===== src/rtl/uio_bus_arbiter.sv =====
// Two-requester round-robin arbiter for the shared bidirectional uio pad bank.
// Bounds each drive burst, forces released-bus turnaround cycles, and samples the pads while idle.
module uio_bus_arbiter #(
   parameter int WIDTH       = 8,
   parameter int MAX_BURST   = 16,
   parameter int TURN_CYCLES = 1
) (
   input  logic             clk,
   input  logic             rst,
   input  logic [1:0]       req,
   input  logic [WIDTH-1:0] data0,
   input  logic [WIDTH-1:0] data1,
   input  logic [WIDTH-1:0] pad_in,
   output logic [1:0]       gnt,
   output logic [WIDTH-1:0] pad_out,
   output logic [WIDTH-1:0] pad_oe,
   output logic [WIDTH-1:0] rx_data,
   output logic             rx_valid
);

   localparam int BW = (MAX_BURST > 1) ? $clog2(MAX_BURST) : 1;
   localparam int TW = (TURN_CYCLES > 1) ? $clog2(TURN_CYCLES) : 1;
   localparam logic [BW-1:0] BURST_LAST = BW'(MAX_BURST - 1);
   localparam logic [TW-1:0] TURN_LAST  = TW'(TURN_CYCLES - 1);

   typedef enum logic [1:0] {
      IDLE  = 2'd0,
      DRIVE = 2'd1,
      TURN  = 2'd2
   } state_t;

   state_t        state;
   logic          owner;
   logic          ptr;
   logic [BW-1:0] burst_cnt;
   logic [TW-1:0] turn_cnt;

   always_ff @(posedge clk or posedge rst) begin
      if (rst) begin
         state     <= IDLE;
         owner     <= 1'b0;
         ptr       <= 1'b0;
         burst_cnt <= '0;
         turn_cnt  <= '0;
         rx_data   <= '0;
         rx_valid  <= 1'b0;
      end else begin
         rx_valid <= (state == IDLE);
         case (state)
            IDLE: begin
               rx_data <= pad_in;
               if (req != 2'b00) begin
                  owner     <= (req == 2'b11) ? ptr : req[1];
                  burst_cnt <= '0;
                  state     <= DRIVE;
               end
            end
            DRIVE: begin
               // A release and a timeout on the same edge take one path, so ptr moves once.
               if (!req[owner] || burst_cnt == BURST_LAST) begin
                  state    <= TURN;
                  ptr      <= ~owner;
                  turn_cnt <= '0;
               end else begin
                  burst_cnt <= burst_cnt + 1'b1;
               end
            end
            TURN: begin
               if (turn_cnt == TURN_LAST) begin
                  state <= IDLE;
               end else begin
                  turn_cnt <= turn_cnt + 1'b1;
               end
            end
            default: state <= IDLE;
         endcase
      end
   end

   // Outputs decode straight from state so an async reset releases the pads immediately.
   assign gnt     = (state == DRIVE) ? (owner ? 2'b10 : 2'b01) : 2'b00;
   assign pad_oe  = {WIDTH{state == DRIVE}};
   assign pad_out = (state == DRIVE) ? (owner ? data1 : data0) : '0;

endmodule


===== config.mk =====
export PLATFORM = sky130hd
export DESIGN_NAME = uio_bus_arbiter
export DESIGN_NICKNAME = d
export VERILOG_FILES = /design/src/rtl/uio_bus_arbiter.sv
export SDC_FILE = /design/constraint.sdc
export NUM_CORES = 1
export LEC_CHECK = 0
export CAP_MARGIN = 0
export CORE_UTILIZATION = 39
export CTS_CLUSTER_DIAMETER = 30
export DETAILED_ROUTE_END_ITERATION = 7
export PLACE_DENSITY = 0.92
export RECOVER_POWER = 25
export SYNTH_ARGS = -nofsm -noshare
export SYNTH_HDL_FRONTEND = slang
export SYNTH_SLANG_ARGS = --single-unit

===== constraint.sdc =====
create_clock -name clk -period 3.52 [get_ports clk]
set_clock_uncertainty 0.1 [all_clocks]
set_input_delay 0.528 -clock clk [delete_from_list [all_inputs] [get_ports clk]]
set_output_delay 0.528 -clock clk [all_outputs]
set_load 0.03 [all_outputs]

==> results.txt <==
status -> finished, final reports clean
leakage power -> 0.6418 nW
vias in the first global route -> 790
total power per unit cell area -> 1013 mW/mm^2
Ys Warns -> 0
R2R Path Start -> owner$_DFFE_PP0P_
Main synth FF type -> dfrtp_1
final WL -> 2145 um
Reg2Reg Setup Slack -> 1.44 ns
Worst-Margin Slew -> 0.6022 ns
via/cell ratio -> 5.000
Hold Vio Cnt, Final -> 0
Reg power frac -> 25.1%
logic gate share of total power -> 67.7%
Unique masters post-synth -> 23
diodes inserted -> 0
fraction of registers with async set/reset -> 100.0%
post-synthesis mux area share -> 22.95%
sw frac -> 47.52%
Setup Viol. Count Final -> 0
Antenna Violating Nets Remaining -> 0
Port-buffer cells -> 54
die area -> 0.002546 mm^2
Die Wd -> 50.46 um
largest net degree at the start of global routing -> 18
layout cells sized above 1 -> 9.023%
unrepaired setup endpoints after global routing -> no
most frequent cell after synthesis -> dfrtp_1
fin nets -> 163
CTS buffer count -> 3
first-pass GRT wire length -> 3594 um
Tot GR Track Use -> 19.37%
crit path to -> gnt[1]
Die Y -> 50.46 um
Avg Inst Size Synth -> 10.53 um^2
crit path DAT -> 2.19 ns
global route total overflow -> 0
Post-Syn Nets -> 116
clock power share -> 7.2%
post-synth top area cell -> dfrtp_1
Final Cycle Share -> 80.05%
# fillers -> 187
initial antenna violation count -> 0
DP HPWL -> 1764 um
Simple-Gate Fraction of Synth Area -> 12.30%
core region area -> 0.002212 mm^2
post-route cell area -> 0.001440 mm^2
synth top area cells -> dfrtp_1, mux2i_1, mux2_2, buf_4, nor2_1
Fin Setup TNS -> 0 ns
H-tree depth -> 1
R2R cell count -> 3
area delta synth->final -> 57.24%
Initial DRT Pass Iterations -> 4
Tmin final -> 2.818 ns
crit path from -> state[1]$_DFFE_PP0P_
post-CTS setup buffers -> 0
mapped cell area -> 915.9 um^2
Worst-path clk slew -> 0.09 ns
Synth top cells by count -> dfrtp_1, mux2i_1, nor2_1
XOR/XNOR Fraction of Synth Area -> 0%
CP startpoint kind -> register
largest family of logic cells by synthesized area -> multiplexers
maximum VDD drop -> 0.0006740 V
Via Count -> 805
Max transition margin -> 59.81%
starting DRC count in detailed routing -> 5
Post-Synth Adder-Cell Area -> 1.366%
EDFF count, synth -> 0
Initial Utilization -> 41.40%
placed cell area -> 0.001414 mm^2
clock sinks -> 17
post-synthesis compound-gate area fraction -> 6.421%
Worst EP required -> 2.89 ns
CTS tree -> yes
Fmax achieved -> 354.9 MHz
Worst Hold Class -> register to register
Routed wire per std cell -> 13.32 um
# DRC -> 0
flops & latches, synth -> 17
crit path kind -> register to primary output
Synth top area share -> 46.45%
sequential area share after synthesis -> 46.45%
Cells after Synth -> 87
Hold Crit Start -> rx_data[3]$_DFFE_PP0P_
endpoint class of the critical path -> primary output
net load switching power -> 0.0006935 W
Pint -> 0.0007659 W
io pins -> 55
MaxCap Viol Count -> 0
GP Congestion -> 0.7588
CP max FO -> 13
Multi-input gate area -> 394.1 um^2
register area -> 425.4 um^2
Longest Clk Path Bufs -> 2
CTS root buf -> clkbuf_4
post-CTS sizing -> 0
Hold Buf Count CTS -> 0
RR Endpoint -> burst_cnt[3]$_DFFE_PP0P_
Final Max Tran Viols -> 0
clk_lat worst skew -> 0.29 ns
Cell Rows -> 17
[routing by layer]
| layer | global-route usage, % | up-vias | part of all wire [%] |
|---|---|---|---|
| li1 | - | 383 | - |
| met1 | 21.88 | 386 | 39 |
| met2 | 34.44 | 32 | 52 |
| met3 | 5.455 | 4 | 7.2 |
| met4 | 6.944 | 0 | 1.6 |
| met5 | 0 | - | 0 |
[critical path, cell delays in order (launching register included)]
cell             delay (ns)
dfrtp_1                0.38
nand2b_1               0.35
inv_1                  0.34
and2_1                 0.17
clkdlybuf4s50_1        0.66
[sequential cells by signal, summed over array words and instances (netlist names)]
register,flops
burst_cnt,4
state,2
owner,1
ptr,1
rx_valid,1
rx_data,8
[final cells by class]
class	instances	area share [%]
repair buffers	54	37.53
inverters	5	1.303
clock buffers	4	1.825
multi-input cells	53	27.37
flip-flops and latches	17	29.54
well taps	28	2.433
[worst min path at each step]
stage	end	slack (ns)	depth (start not counted)
global placement	rx_data[6]$_DFFE_PP0P_	0.39	1
CTS	rx_data[3]$_DFFE_PP0P_	0.42	1
global route	rx_data[3]$_DFFE_PP0P_	0.44	1
detailed placement	rx_data[3]$_DFFE_PP0P_	0.40	1
finish	rx_data[3]$_DFFE_PP0P_	0.42	1
floorplan	burst_cnt[0]$_DFFE_PP0P_	0.35	1
[cell usage in the layout, fill, tap and decap left out, types with 2 or more instances in the layout]
cell type	count
dfrtp_1	17
clkdlybuf4s50_1	53
mux2_2	8
nor2_1	10
or3_1	2
clkbuf_4	3
o21ai_0	4
nand2b_1	3
mux2i_1	12
inv_1	5
and3_1	2
nand2_1	2
[per-stage QoR]
stage          power [W]  hold slack, ns  setup slack, ns  utilization [%]  std cells
6_report        0.001459          0.4159           0.7023            65.10        161
5_1_grt         0.001545          0.4405           0.5293            65.10        161
4_1_cts         0.001472          0.4172           0.6838            65.10        161
3_5_place_dp    0.001366          0.3955            1.014            63.91        157
3_3_place_gp    0.001333          0.3907            1.052            63.91        157
2_1_floorplan   0.001044          0.3541            1.555                -         87
[power by group through the flow]
stage               clock network [W]  logic, W  registers (W)
finish                       0.000105  0.000988       0.000366
global route                 0.000117   0.00105       0.000379
CTS                          0.000106  0.000998       0.000368
detailed placement                  0  0.000995       0.000371
global placement                    0  0.000972       0.000361
floorplan                           0  0.000606       0.000438
[cell families after synthesis]
logic type	count (synthesis)
and+or+nand+nor	23
muxes	20
buffers and inverters	17
DFF	17
AOI/OAI and AO/OA	9
adders and majority gates	1
(Power assumes the default switching activity.)
